[src/rtl/branch_resolution_unit.sv]
// branch_resolution_unit
//
// Commit-side partner of the N-bit branch predictor. Every branch predicted
// at decode is recorded in an in-order FIFO as {predicted direction,
// fall-through PC}. When the branch commits, the recorded direction is
// compared with the resolved one. The unit then drives the predictor's
// training outputs. On a misprediction it also issues the front-end redirect
// and flushes every younger entry.
//
// Parameters
//   DEPTH  maximum in-flight predicted branches (power of two, 2..64)
//   CNT_W  width of the saturating statistics counters
//
// Ports
//   clk, rst          clock; synchronous active-high reset
//   dec_valid         decoded instruction present
//   Decoded_opcode    its opcode
//   dec_pc            its PC (word addressed)
//   predicted         predictor direction for it (1 = taken)
//   cmt_valid         instruction committing
//   cmt_opcode        committing opcode
//   cmt_taken         resolved direction
//   cmt_target        resolved taken target
//   Commit_opcode     registered committed-branch opcode, 0 otherwise
//   Wrong_prediction  registered one-cycle misprediction flag
//   redirect_valid    one-cycle flush/redirect strobe
//   redirect_pc       correct fetch PC, held between redirects
//   full, empty       FIFO occupancy status (from registered count)
//   protocol_err      sticky error: overflow push or commit while empty
//   branch_cnt        committed branches, saturating
//   mispredict_cnt    mispredicted branches, saturating
module branch_resolution_unit #(
    parameter int DEPTH = 8,
    parameter int CNT_W = 32
) (
    input  logic             clk,
    input  logic             rst,
    input  logic             dec_valid,
    input  logic [11:0]      Decoded_opcode,
    input  logic [31:0]      dec_pc,
    input  logic             predicted,
    input  logic             cmt_valid,
    input  logic [11:0]      cmt_opcode,
    input  logic             cmt_taken,
    input  logic [31:0]      cmt_target,
    output logic [11:0]      Commit_opcode,
    output logic             Wrong_prediction,
    output logic             redirect_valid,
    output logic [31:0]      redirect_pc,
    output logic             full,
    output logic             empty,
    output logic             protocol_err,
    output logic [CNT_W-1:0] branch_cnt,
    output logic [CNT_W-1:0] mispredict_cnt
);

    // Shared opcode definitions: major opcode in bits [11:6], 4 = beq, 5 = bne.
    localparam logic [11:0] OPC_BEQ = 12'h100;
    localparam logic [11:0] OPC_BNE = 12'h140;

    localparam int PTR_W = $clog2(DEPTH);
    localparam logic [PTR_W:0] DEPTH_C = (PTR_W + 1)'(DEPTH);
    localparam logic [PTR_W:0] ONE_C   = (PTR_W + 1)'(1);

    function automatic logic is_branch(input logic [11:0] op);
        return (op == OPC_BEQ) || (op == OPC_BNE);
    endfunction

    function automatic logic [CNT_W-1:0] sat_inc(input logic [CNT_W-1:0] v);
        return (&v) ? v : v + CNT_W'(1);
    endfunction

    logic             pred_mem [DEPTH];
    logic [31:0]      ft_mem   [DEPTH];
    logic [PTR_W-1:0] head_p0;
    logic [PTR_W-1:0] tail_p0;
    logic [PTR_W:0]   count_p0;

    logic        dec_br;
    logic        cmt_br;
    logic        pop;
    logic        mismatch;
    logic        push;
    logic        err_now;
    logic [31:0] correct_pc;

    assign full  = (count_p0 == DEPTH_C);
    assign empty = (count_p0 == '0);

    // ---- decode / commit evaluation (against registered FIFO state) ----
    always_comb begin
        dec_br     = dec_valid && is_branch(Decoded_opcode);
        cmt_br     = cmt_valid && is_branch(cmt_opcode);
        pop        = cmt_br && !empty;
        mismatch   = pop && (pred_mem[head_p0] ^ cmt_taken);
        // A pop frees a slot even when full; a flush squashes the younger push.
        push       = dec_br && (!full || pop) && !mismatch;
        err_now    = (dec_br && full && !pop) || (cmt_br && empty);
        correct_pc = cmt_taken ? cmt_target : ft_mem[head_p0];
    end

    // FIFO storage carries data only, so it is left out of reset.
    always_ff @(posedge clk) begin
        if (push) begin
            pred_mem[tail_p0] <= predicted;
            ft_mem[tail_p0]   <= dec_pc + 32'd1;
        end
    end

    always_ff @(posedge clk) begin
        if (rst) begin
            head_p0  <= '0;
            tail_p0  <= '0;
            count_p0 <= '0;
        end else if (mismatch) begin
            head_p0  <= '0;
            tail_p0  <= '0;
            count_p0 <= '0;
        end else begin
            if (push) tail_p0 <= tail_p0 + 1'b1;
            if (pop)  head_p0 <= head_p0 + 1'b1;
            if (push && !pop)      count_p0 <= count_p0 + ONE_C;
            else if (pop && !push) count_p0 <= count_p0 - ONE_C;
        end
    end

    // ---- resolution register: training, redirect and statistics ----
    always_ff @(posedge clk) begin
        if (rst) begin
            Commit_opcode    <= '0;
            Wrong_prediction <= 1'b0;
            redirect_valid   <= 1'b0;
            redirect_pc      <= '0;
            protocol_err     <= 1'b0;
            branch_cnt       <= '0;
            mispredict_cnt   <= '0;
        end else begin
            Commit_opcode    <= pop ? cmt_opcode : 12'd0;
            Wrong_prediction <= mismatch;
            redirect_valid   <= mismatch;
            if (mismatch) redirect_pc <= correct_pc;
            if (err_now) protocol_err <= 1'b1;
            if (pop) branch_cnt <= sat_inc(branch_cnt);
            if (mismatch) mispredict_cnt <= sat_inc(mispredict_cnt);
        end
    end

endmodule

[config.mk]
export PLATFORM = sky130hd
export DESIGN_NAME = branch_resolution_unit
export DESIGN_NICKNAME = d
export VERILOG_FILES = /design/src/rtl/branch_resolution_unit.sv
export SDC_FILE = /design/constraint.sdc
export NUM_CORES = 1
export LEC_CHECK = 0
export CAP_MARGIN = 5
export CORE_UTILIZATION = 45
export CTS_CLUSTER_DIAMETER = 100
export DETAILED_ROUTE_END_ITERATION = 10
export PLACE_DENSITY_LB_ADDON = 0.05
export REMOVE_ABC_BUFFERS = 1
export SETUP_SLACK_MARGIN = 0.1
export SYNTH_ARGS = -nofsm -noshare
export SYNTH_HDL_FRONTEND = slang
export SYNTH_SLANG_ARGS = --single-unit
[constraint.sdc]
create_clock -name clk -period 8.05 [get_ports clk]
set_clock_uncertainty 0.2 [all_clocks]
set_input_delay 1.2075 -clock clk [delete_from_list [all_inputs] [get_ports clk]]
set_output_delay 1.2075 -clock clk [all_outputs]
set_load 0.005 [all_outputs]
==> results.sh <==
export IMPL_status="finished clean"
export IMPL_die_area_mm2=0.0365
export IMPL_post_cts_resized=0
export IMPL_drv_cap=0
export IMPL_slew_viol_final=0
export IMPL_tightest_slew_ns=1.09
export IMPL_fillerInstances=2869
export IMPL_yosys_warnings=0
export IMPL_cp_arrival_ns=4.86
export IMPL_n_antenna_cell=0
export IMPL_finalCritPeriodShare_pct=60.4
export IMPL_rrSetupSlack_ns=3.19
export IMPL_required_ns=8.05
export IMPL_portBuffers=205
export IMPL_hold_depth=2
export IMPL_ys_async_sr_fraction_pct=0
export IMPL_hpwl_um=21800
export IMPL_nets=1466
export IMPL_synth_seq_cells=387
export IMPL_vias=10200
export IMPL_rr_worst_depth=8
export IMPL_hold_viol=0
export IMPL_grt_ovfl_total=0
export IMPL_power_density_mw_per_mm2=206
export IMPL_grt_max_degree=94
export IMPL_drt_initial_drc_count=739
export IMPL_cts_buffers=42
export IMPL_area_growth_pct=24.5
export IMPL_max_slew_margin_pct=27.2
export IMPL_core_area_mm2=0.0349
export IMPL_seq_area_frac_synth_pct=64.6
export IMPL_syn_area_per_cell_um2=14.0
export IMPL_h_tree_depth=2
export IMPL_power_leakage_nw=6.26
export IMPL_hold_end="redirect_pc[21]$_SDFFE_PP0P_"
export IMPL_clockBufferDepth=3
export IMPL_finish_utilization_pct=57.4
export IMPL_via_per_inst=5.51
export IMPL_crit_path_start_kind="flip-flop"
export IMPL_fp_dieH_um=191
export IMPL_fin_cells=1854
export IMPL_vdd_drop_max_uv=180
export IMPL_drt_wl_total_um=36000
export IMPL_worst_setup_path_type="flip-flop to flip-flop"
export IMPL_antenna_found_initial=0
export IMPL_netlist_area_mm2=0.0161
export IMPL_ctsHoldBuffers=0
export IMPL_start_util_pct=46.1
export IMPL_cts_setup_buffers=0
export IMPL_cts_sinks=387
export IMPL_synth_top_flop_cell="edfxtp_1"
export IMPL_pin_count=207
export IMPL_tns_ns=0
export IMPL_rsz0062_at_grt="no"
export IMPL_wl_per_cell_um=19.4
export IMPL_tritoncts="yes"
export IMPL_die_w_um=191
export IMPL_fin_crit_ns=4.86
export IMPL_drc=0
export IMPL_cp_end_kind="flip-flop"
export IMPL_place_gp_congestion=0.758
export IMPL_min_path_type="flip-flop to flip-flop"
export IMPL_max_freq_mhz=206
export IMPL_drive_above_1_share_pct=11.9
export IMPL_dr_pass1_iters=4
export IMPL_crit_path_max_fanout=51
export IMPL_clk_latency_ns=0.54
export IMPL_grt_pass1_wl_um=55600
export IMPL_finalSetupViolCount=0
export IMPL_grt_pass1_vias=9931
export IMPL_drtAntennaViolNets=0
export IMPL_postSynthCellCount=1148
export IMPL_r2r_end="ft_mem[0][18]$_DFFE_PP_"
export IMPL_clk_pin_slew_ns=0.06
export IMPL_min_from="redirect_pc[21]$_SDFFE_PP0P_"
export IMPL_synth_cell_types=62
export IMPL_synth_edf_count=264
export IMPL_row_count=68
export IMPL_dp_cells=1777
export IMPL_grtUsageTotal_pct=19.9
export IMPL_cts_root_buf="clkbuf_16"
==> stage by stage <==
stage	worst slack [ns]	cell area (um2)	power (mW)	hold slack (ns)
global route	2.84	20000	4.26	0.274
detailed placement	2.72	18600	2.28	0.243
global placement	2.80	18600	2.28	0.239
finish	3.19	20000	4.13	0.248
CTS	2.97	20000	4.17	0.251
floorplan	0.0407	15800	2.20	0.242
==> sequential cells by signal (all words and copies together), names as in the netlist, named ones only <==
| name | count |
|---|---|
| mispredict_cnt | 32 |
| head_p0 | 3 |
| protocol_err | 1 |
| branch_cnt | 32 |
| pred_mem | 8 |
| count_p0 | 4 |
| Commit_opcode | 12 |
| ft_mem | 256 |
| redirect_pc | 32 |
| redirect_valid | 1 |
| tail_p0 | 3 |
==> placed cells by master, fill, tap and decap left out, drive strengths merged, types with 18 or more instances in the layout <==
master / n
nand4: 38
a21oi: 66
clkdlybuf4s50: 204
nand3: 47
xnor2: 30
clkbuf: 56
xor2: 34
mux2i: 40
edfxtp: 264
dfxtp: 123
buf: 18
nand2: 106
mux4: 64
and3: 23
or3: 18
o211ai: 33
o21ai: 19
nor2: 70
==> metal layers <==
metal / GRT usage (%) / vias up / wire (um)
met2: 32.9 / 277 / 17100
met4: 4.98 / 0 / 635
met5: 0 / - / 0
li1: - / 4853 / -
met1: 27.4 / 5035 / 16400
met3: 3.08 / 44 / 1880
==> critical path, stage by stage, from the launching register on <==
cell       delay (ns)
dfxtp_2          0.62
buf_4            0.71
nand2_1          0.10
a2bb2oi_1        0.22
and4b_4          0.23
or2_2            0.62
or3_4            0.54
nor3_4           0.78
buf_4            0.47
==> final cells by class <==
class                           instances  area [um2]  share of cell area, %
Multi-Input combinational cell        707        5480                   27.4
Sequential cell                       387       10400                   52.0
Tap cell                              455         569                   2.84
Clock inverter                         21         219                   1.09
Timing Repair Buffer                  222        2180                   10.9
Clock buffer                           56        1140                   5.72
Inverter                                6        22.5                  0.113
==> Yosys cell counts, types with 10 or more instances <==
cell / instances / area (um2)
nand2_1: 106 / 398
dfxtp_1: 123 / 2460
clkbuf_1: 26 / 97.6
o21ai_0: 10 / 50.1
xor2_1: 34 / 298
or4_1: 12 / 90.1
o31ai_1: 12 / 90.1
or3_1: 16 / 100
a21oi_1: 66 / 330
and3_1: 23 / 144
nor2_1: 70 / 263
xnor2_1: 30 / 263
nor3_1: 13 / 65.1
mux4_2: 64 / 1440
nand4_1: 37 / 231
o211ai_1: 33 / 248
nand3_1: 47 / 235
buf_2: 19 / 95.1
edfxtp_1: 264 / 7930
mux2i_1: 40 / 400
==> report_power, final <==
group / internal (mW) / leakage, nW / switching, mW
sequential: 2.13 / 3.37 / 0.000578
clock: 1.13 / 0.654 / 0.761
combinational: 0.0535 / 2.24 / 0.0572
total: 3.31 / 6.26 / 0.819
==> worst max-delay path by stage <==
stage               slack, ns                 endpoint  depth (start not counted)
floorplan                0.04   ft_mem[1][0]$_DFFE_PP_                          6
global placement         2.80   ft_mem[0][4]$_DFFE_PP_                          7
CTS                      2.97  ft_mem[0][10]$_DFFE_PP_                          8
global route             2.84  ft_mem[0][10]$_DFFE_PP_                          8
finish                   3.19  ft_mem[0][18]$_DFFE_PP_                          8
detailed placement       2.72  ft_mem[0][13]$_DFFE_PP_                          7
==> kinds of logic (layout without fill, tap and decap cells) <==
family / after synthesis / count (layout) / share of synthesized area, %
adder cells (fa/ha/maj): 6 / 6 / 0.467
XOR/XNOR: 64 / 64 / 3.49
buffers and inverters: 63 / 305 / 1.88
AND/OR/NAND/NOR: 372 / 372 / 12.1
flip-flops: 387 / 387 / 64.6
other: 1 / 10 / 0.0233
AO/OA/AOI/OAI: 146 / 146 / 5.63
multiplexers: 109 / 109 / 11.8
(Power assumes the default switching activity.)
